===== src/rtl/ppu_pixel_fifo_if.sv =====
// Handshake/status bundle between the PPU pixel pipeline, the VGA reader and the pixel FIFO.
// slave = FIFO side, master = producer/consumer side.
interface ppu_pixel_fifo_if #(
  parameter int ADDR_W = 9
);
  logic              flush;
  logic              wr_en;
  logic [5:0]        wr_data;
  logic              rd_en;
  logic [5:0]        rd_data;
  logic              empty;
  logic              full;
  logic              almost_full;
  logic [ADDR_W:0]   count;
  logic              overflow;
  logic              underflow;
  logic              clr_flags;
  logic [15:0]       ovf_cnt;
  logic [15:0]       udf_cnt;

  modport slave (
    input  flush, wr_en, wr_data, rd_en, clr_flags,
    output rd_data, empty, full, almost_full, count, overflow, underflow, ovf_cnt, udf_cnt
  );

  modport master (
    output flush, wr_en, wr_data, rd_en, clr_flags,
    input  rd_data, empty, full, almost_full, count, overflow, underflow, ovf_cnt, udf_cnt
  );
endinterface


===== src/rtl/ppu_pixel_fifo.sv =====
// First-word-fall-through palette-index FIFO between PPU and VGA, with sticky error flags and flush.
// Define PPU_PIXEL_FIFO_ERRCNT_EN to build the saturating overflow/underflow event counters.
module ppu_pixel_fifo #(
  parameter int         DEPTH         = 512,
  parameter int         ADDR_W        = 9,
  parameter int         AF_THRESH     = 448,
  parameter logic [5:0] UNDERFLOW_IDX = 6'h0F
) (
  input  logic             clk,
  input  logic             reset,
  ppu_pixel_fifo_if.slave  bus
);

  logic [5:0]        mem [DEPTH];
  logic [ADDR_W-1:0] wr_ptr, rd_ptr;
  logic [ADDR_W:0]   cnt;
  logic              empty, full, pop, push, ovf_evt, udf_evt;
  logic              overflow, underflow;

  assign empty = (cnt == '0);
  assign full  = (cnt == (ADDR_W+1)'(DEPTH));

  // A flush cycle swallows both strobes, so none of these fire then.
  assign pop     = bus.rd_en & ~empty & ~bus.flush;
  assign push    = bus.wr_en & (~full | pop) & ~bus.flush;
  assign ovf_evt = bus.wr_en & full & ~pop & ~bus.flush;
  assign udf_evt = bus.rd_en & empty & ~bus.flush;

  always_ff @(posedge clk) begin
    if (!reset && push) mem[wr_ptr] <= bus.wr_data;
  end

  always_ff @(posedge clk) begin
    if (reset || bus.flush) begin
      wr_ptr <= '0;
      rd_ptr <= '0;
      cnt    <= '0;
    end else begin
      if (push) wr_ptr <= wr_ptr + 1'b1;
      if (pop)  rd_ptr <= rd_ptr + 1'b1;
      case ({push, pop})
        2'b10:   cnt <= cnt + 1'b1;
        2'b01:   cnt <= cnt - 1'b1;
        default: cnt <= cnt;
      endcase
    end
  end

  // Set wins over clr_flags; flush leaves the sticky flags alone.
  always_ff @(posedge clk) begin
    if (reset) begin
      overflow  <= 1'b0;
      underflow <= 1'b0;
    end else begin
      overflow  <= ovf_evt | (overflow  & ~bus.clr_flags);
      underflow <= udf_evt | (underflow & ~bus.clr_flags);
    end
  end

`ifdef PPU_PIXEL_FIFO_ERRCNT_EN
  logic [15:0] ovf_q, udf_q;

  always_ff @(posedge clk) begin
    if (reset) begin
      ovf_q <= '0;
      udf_q <= '0;
    end else begin
      if (ovf_evt)            ovf_q <= bus.clr_flags ? 16'd1 : (&ovf_q ? ovf_q : ovf_q + 1'b1);
      else if (bus.clr_flags) ovf_q <= '0;
      if (udf_evt)            udf_q <= bus.clr_flags ? 16'd1 : (&udf_q ? udf_q : udf_q + 1'b1);
      else if (bus.clr_flags) udf_q <= '0;
    end
  end

  assign bus.ovf_cnt = ovf_q;
  assign bus.udf_cnt = udf_q;
`else
  assign bus.ovf_cnt = '0;
  assign bus.udf_cnt = '0;
`endif

  assign bus.rd_data     = empty ? UNDERFLOW_IDX : mem[rd_ptr];
  assign bus.empty       = empty;
  assign bus.full        = full;
  assign bus.almost_full = (cnt >= (ADDR_W+1)'(AF_THRESH));
  assign bus.count       = cnt;
  assign bus.overflow    = overflow;
  assign bus.underflow   = underflow;

endmodule


===== src/flat_wrapper.sv =====
// flat-port wrapper written by rule: the top's interface ports become plain ports
module ppu_pixel_fifo_flat 
#(
  parameter int         DEPTH         = 512,
  parameter int         ADDR_W        = 9,
  parameter int         AF_THRESH     = 448,
  parameter logic [5:0] UNDERFLOW_IDX = 6'h0F
)
  (clk, reset, bus_flush, bus_wr_en, bus_wr_data, bus_rd_en, bus_clr_flags, bus_rd_data, bus_empty, bus_full, bus_almost_full, bus_count, bus_overflow, bus_underflow, bus_ovf_cnt, bus_udf_cnt);
  ppu_pixel_fifo_if #(.ADDR_W(ADDR_W)) bus_i ();
  input  logic clk;
  input  logic reset;
  input wire logic [$bits(bus_i.flush)-1:0] bus_flush;
  input wire logic [$bits(bus_i.wr_en)-1:0] bus_wr_en;
  input wire logic [$bits(bus_i.wr_data)-1:0] bus_wr_data;
  input wire logic [$bits(bus_i.rd_en)-1:0] bus_rd_en;
  input wire logic [$bits(bus_i.clr_flags)-1:0] bus_clr_flags;
  output wire logic [$bits(bus_i.rd_data)-1:0] bus_rd_data;
  output wire logic [$bits(bus_i.empty)-1:0] bus_empty;
  output wire logic [$bits(bus_i.full)-1:0] bus_full;
  output wire logic [$bits(bus_i.almost_full)-1:0] bus_almost_full;
  output wire logic [$bits(bus_i.count)-1:0] bus_count;
  output wire logic [$bits(bus_i.overflow)-1:0] bus_overflow;
  output wire logic [$bits(bus_i.underflow)-1:0] bus_underflow;
  output wire logic [$bits(bus_i.ovf_cnt)-1:0] bus_ovf_cnt;
  output wire logic [$bits(bus_i.udf_cnt)-1:0] bus_udf_cnt;
  assign bus_i.flush = bus_flush;
  assign bus_i.wr_en = bus_wr_en;
  assign bus_i.wr_data = bus_wr_data;
  assign bus_i.rd_en = bus_rd_en;
  assign bus_i.clr_flags = bus_clr_flags;
  assign bus_rd_data = bus_i.rd_data;
  assign bus_empty = bus_i.empty;
  assign bus_full = bus_i.full;
  assign bus_almost_full = bus_i.almost_full;
  assign bus_count = bus_i.count;
  assign bus_overflow = bus_i.overflow;
  assign bus_underflow = bus_i.underflow;
  assign bus_ovf_cnt = bus_i.ovf_cnt;
  assign bus_udf_cnt = bus_i.udf_cnt;
  ppu_pixel_fifo #(.DEPTH(DEPTH), .ADDR_W(ADDR_W), .AF_THRESH(AF_THRESH), .UNDERFLOW_IDX(UNDERFLOW_IDX)) u_core (.clk(clk), .reset(reset), .bus(bus_i));
endmodule

===== config.mk =====
export PLATFORM = sky130hd
export DESIGN_NAME = ppu_pixel_fifo_flat
export DESIGN_NICKNAME = d
export VERILOG_FILES = /design/src/rtl/ppu_pixel_fifo_if.sv /design/src/rtl/ppu_pixel_fifo.sv /design/src/flat_wrapper.sv
export SDC_FILE = /design/constraint.sdc
export NUM_CORES = 2
export LEC_CHECK = 0
export BUFFER_PORTS_ARGS = -buffer_cell sky130_fd_sc_hd__buf_2
export CAP_MARGIN = 20
export CELL_PAD_IN_SITES_DETAIL_PLACEMENT = 1
export CELL_PAD_IN_SITES_GLOBAL_PLACEMENT = 2
export CORE_ASPECT_RATIO = 0.75
export CORE_MARGIN = 3
export CORE_UTILIZATION = 40
export DETAILED_ROUTE_END_ITERATION = 6
export PLACE_DENSITY = 0.74
export SLEW_MARGIN = 10
export SYNTH_ARGS = -nofsm -noshare
export SYNTH_HDL_FRONTEND = slang
export SYNTH_SLANG_ARGS = --single-unit

===== constraint.sdc =====
create_clock -name clk -period 6.8 [get_ports clk]
set_input_delay 0.68 -clock clk [delete_from_list [all_inputs] [get_ports clk]]
set_output_delay 0.68 -clock clk [all_outputs]
set_load 0.02 [all_outputs]

==> reports/results.ini <==
[cts]
clock-sinks=3111
cts.htree.levels=5
tritoncts.num_buffers=302
postCtsSetupRepairBufs=0
cts_tree=yes
path_clk_slew_ns=0.06
cts.path.max_buffers=4
cts_root_buf=clkbuf_16
postCtsHoldBufs=0
clk_latency_ns=0.88
post_cts_resize_count=0

[finish]
synthToLayoutAreaGrowth_pct=11.84
nets=6047
final_cells=10300
drive_gt1_share_pct=23.37

[drt]
drt_first_iter_violations=10040
dr.pass1.iters=6
wl_per_cell_um=35.16
ant_nets=0
vias=63320
wl_um=361900
drc=0
vias_per_cell=6.150

[power_and_ir_drop]
pwr-share-seq_pct=54.8
p_comb_share_pct=1.9
irDropWorstVdd_mv=0.2156
power_leakage_nw=39.90
p_clk_share_pct=43.3
p_int_w=0.03059
p_sw_w=0.007866
power.density_mw_per_mm2=282.0
swShare_pct=20.45

[worst_hold_path]
hold_depth=3
worstHoldPathType=in2reg

[timing]
hold_violations=0
fin_ws_ns=-0.004149
drv_slew=0
rsz0062_at_grt=no
finalSetupViolCount=1
fmax_mhz=147.0
whs_ns=0.1037
fin_crit_sh_pct=100.1
tightest_slew_ns=1.367
fin_crit_ns=6.804
finClkSkew_ns=0.04337
relSlewSlack_pct=8.880

[synth]
yosysWarnings=0
synthesis.area_mm2=0.1219
synth_edf_count=3072
ys.flop_type=edfxtp_1
ys_types=79
async_flop_share_pct=0
syn_inst=5876
yosysSeqAreaShare_pct=76.29
ys_seq_elements=3111
syn_avg_cell_area_um2=20.75

[placement]
pre_cts_slack_ns=1.111
dp_hpwl_um=226800
io_buffers=32
dpl.cell_count=9760
gp_congestion=0.8561

[floorplanning]
initial_utilization_pct=40.44
die_area_mm2=0.3116
coreArea_mm2=0.3015
row_count=174
die_w_um=643.5
die_h_um=484.2
io_pins=65

[critical_path]
critPathLaunchType=flip-flop
crit_type=reg2out
critPathMaxFanout=17
critPathTopFamily=simple AND/OR/NAND/NOR gates
path_cells=buf_4, inv_1, nand2_1, buf_4, a211oi_1, nor4_1, o211ai_1, nor3b_2, nand4_1, buf_2
cpMostUsedCell=buf_4
crit_required_ns=6.12
crit_arrival_ns=6.12
path_depth=10
reg2regPathDepth=8
cp.buffers_inverters=4
cp-end-kind=output pin
slowest_delay_ns=0.87
cp_slowest_cell=dfxtp_1

[global_routing]
first_global_vias=63400
grt_overflow_total=0
grt.total_usage_pct=22.84
grt_pass1_wl_um=507300
antenna_found_initial=29
grt_max_degree=193

[run]
cap_violations=0

[outcome]
status=complete, but fails checks
violations=negative setup slack

Yosys cell counts (all sizes together), types with 4 or more instances:
library cell	n	area share, %
edfxtp	3072	76
mux4	760	14
nor2	611	1.9
buf	248	1.5
clkbuf	149	0.46
mux2i	139	1.1
nand2	101	0.31
a22oi	77	0.47
o22ai	67	0.34
a21oi	61	0.25
a211oi	48	0.30
nor3	43	0.18
nand3	42	0.17
o21ai	41	0.17
dfxtp	39	0.64
nor2b	37	0.19
o221ai	35	0.25
a22o	30	0.22
nor4	26	0.13
nand2b	23	0.12
inv	18	0.055
a221oi	17	0.13
a2111oi	15	0.11
ha	14	0.14
o211ai	14	0.086
nand4	13	0.067
nor3b	13	0.092
mux2	12	0.11
xnor2	12	0.086
a31oi	9	0.046
and2	8	0.041
or2	8	0.041
xor2	8	0.057
or3	7	0.036
and3	6	0.031
and4b	4	0.033
power by group through the flow:
stage	registers, W	logic, W	clock network [W]
2_1_floorplan	0.0215	0.000290	0
3_3_place_gp	0.0215	0.000699	0
3_5_place_dp	0.0215	0.000731	0
4_1_cts	0.0211	0.000730	0.0169
5_1_grt	0.0210	0.000771	0.0176
6_report	0.0211	0.000726	0.0167
placed cells by master, fill, tap and decap left out, drive strengths merged, types with 8 or more instances in the layout:
master / n
conb: 32
nor2: 611
a21oi: 61
buf: 205
mux2: 12
nand4: 13
clkinv: 116
nor3: 43
a31oi: 9
xor2: 8
a211oi: 48
mux2i: 139
o221ai: 35
dfxtp: 39
clkbuf: 365
a221oi: 17
nand2: 101
bufinv: 26
inv: 30
xnor2: 12
nor4: 26
a22oi: 77
nand3: 42
or2: 8
a2111oi: 15
nor2b: 37
ha: 14
a22o: 30
nor3b: 13
and2: 8
nand2b: 23
mux4: 760
o211ai: 14
edfxtp: 3072
o21ai: 41
o22ai: 67
logic make-up (layout without fill, tap and decap cells):
kind of cell / after synthesis / in the layout / synth area share [%]
flops: 3111 / 3111 / 76.29
simple gates: 965 / 965 / 3.497
compound gates: 438 / 438 / 2.550
other cells: 1 / 39 / 0.003075
mux: 911 / 911 / 15.29
xor+xnor: 20 / 20 / 0.1437
fa+ha+maj: 15 / 15 / 0.1601
buf+inv: 415 / 748 / 2.063
through the flow:
step	TNS (ns)	cell area, um^2	util [%]	total power [W]
floorplan	0	122100	-	0.02176
global placement	0	126700	42.01	0.02217
detailed placement	0	126800	42.05	0.02221
CTS	0	136300	45.20	0.03866
global route	0	136400	45.22	0.03945
finish	-0.004149	136400	45.23	0.03846
final timing paths:
kind	startpoint	end	slack [ns]
max	flip-flop	bus_rd_data[0]	-0.004
min	bus_clr_flags	u_core.bus.underflow$_SDFF_PP0_	0.10
min reg2reg	u_core.bus.underflow$_SDFF_PP0_	u_core.bus.underflow$_SDFF_PP0_	0.47
max reg2reg	u_core.bus.count[0]$_SDFFE_PP0P_	u_core.mem[107][3]$_DFFE_PP_	2.27
flip-flops by register name, indices dropped and copies added (netlist names), named ones only:
register and flops:
u_core.bus.count 10, u_core.bus.overflow 1, u_core.bus.underflow 1, u_core.mem 3072, u_core.rd_ptr 9, u_core.wr_ptr 9
worst min-delay path: cells and delay by family:
| family | cells | cell delay (ns) |
|---|---|---|
| buffers and inverters | 1 | 0.09 |
| and+or+nand+nor | 1 | 0.09 |
| AOI/OAI and AO/OA | 1 | 0.06 |
layer usage:
layer / wire (um) / share of wire (%) / up-vias / global-route usage [%]
met4: 11030 / 3.0 / 4 / 6.507
met5: 28 / 0.0077 / - / 0
li1: - / - / 24550 / -
met2: 154200 / 43 / 3850 / 31.99
met3: 43740 / 12 / 579 / 6.392
met1: 152900 / 42 / 34330 / 34.76
final cells by class:
type,instances,area [um^2]
multi-input combinational,2381,26680
timing repair buffer,206,2002
sequential,3111,93050
inverter,18,67.56
clock buffer,364,7959
clock inverter,160,1530
antenna,7,17.52
fill,27590,165200
tap,4048,5065
Note: power is estimated with default switching activity, not from simulation.
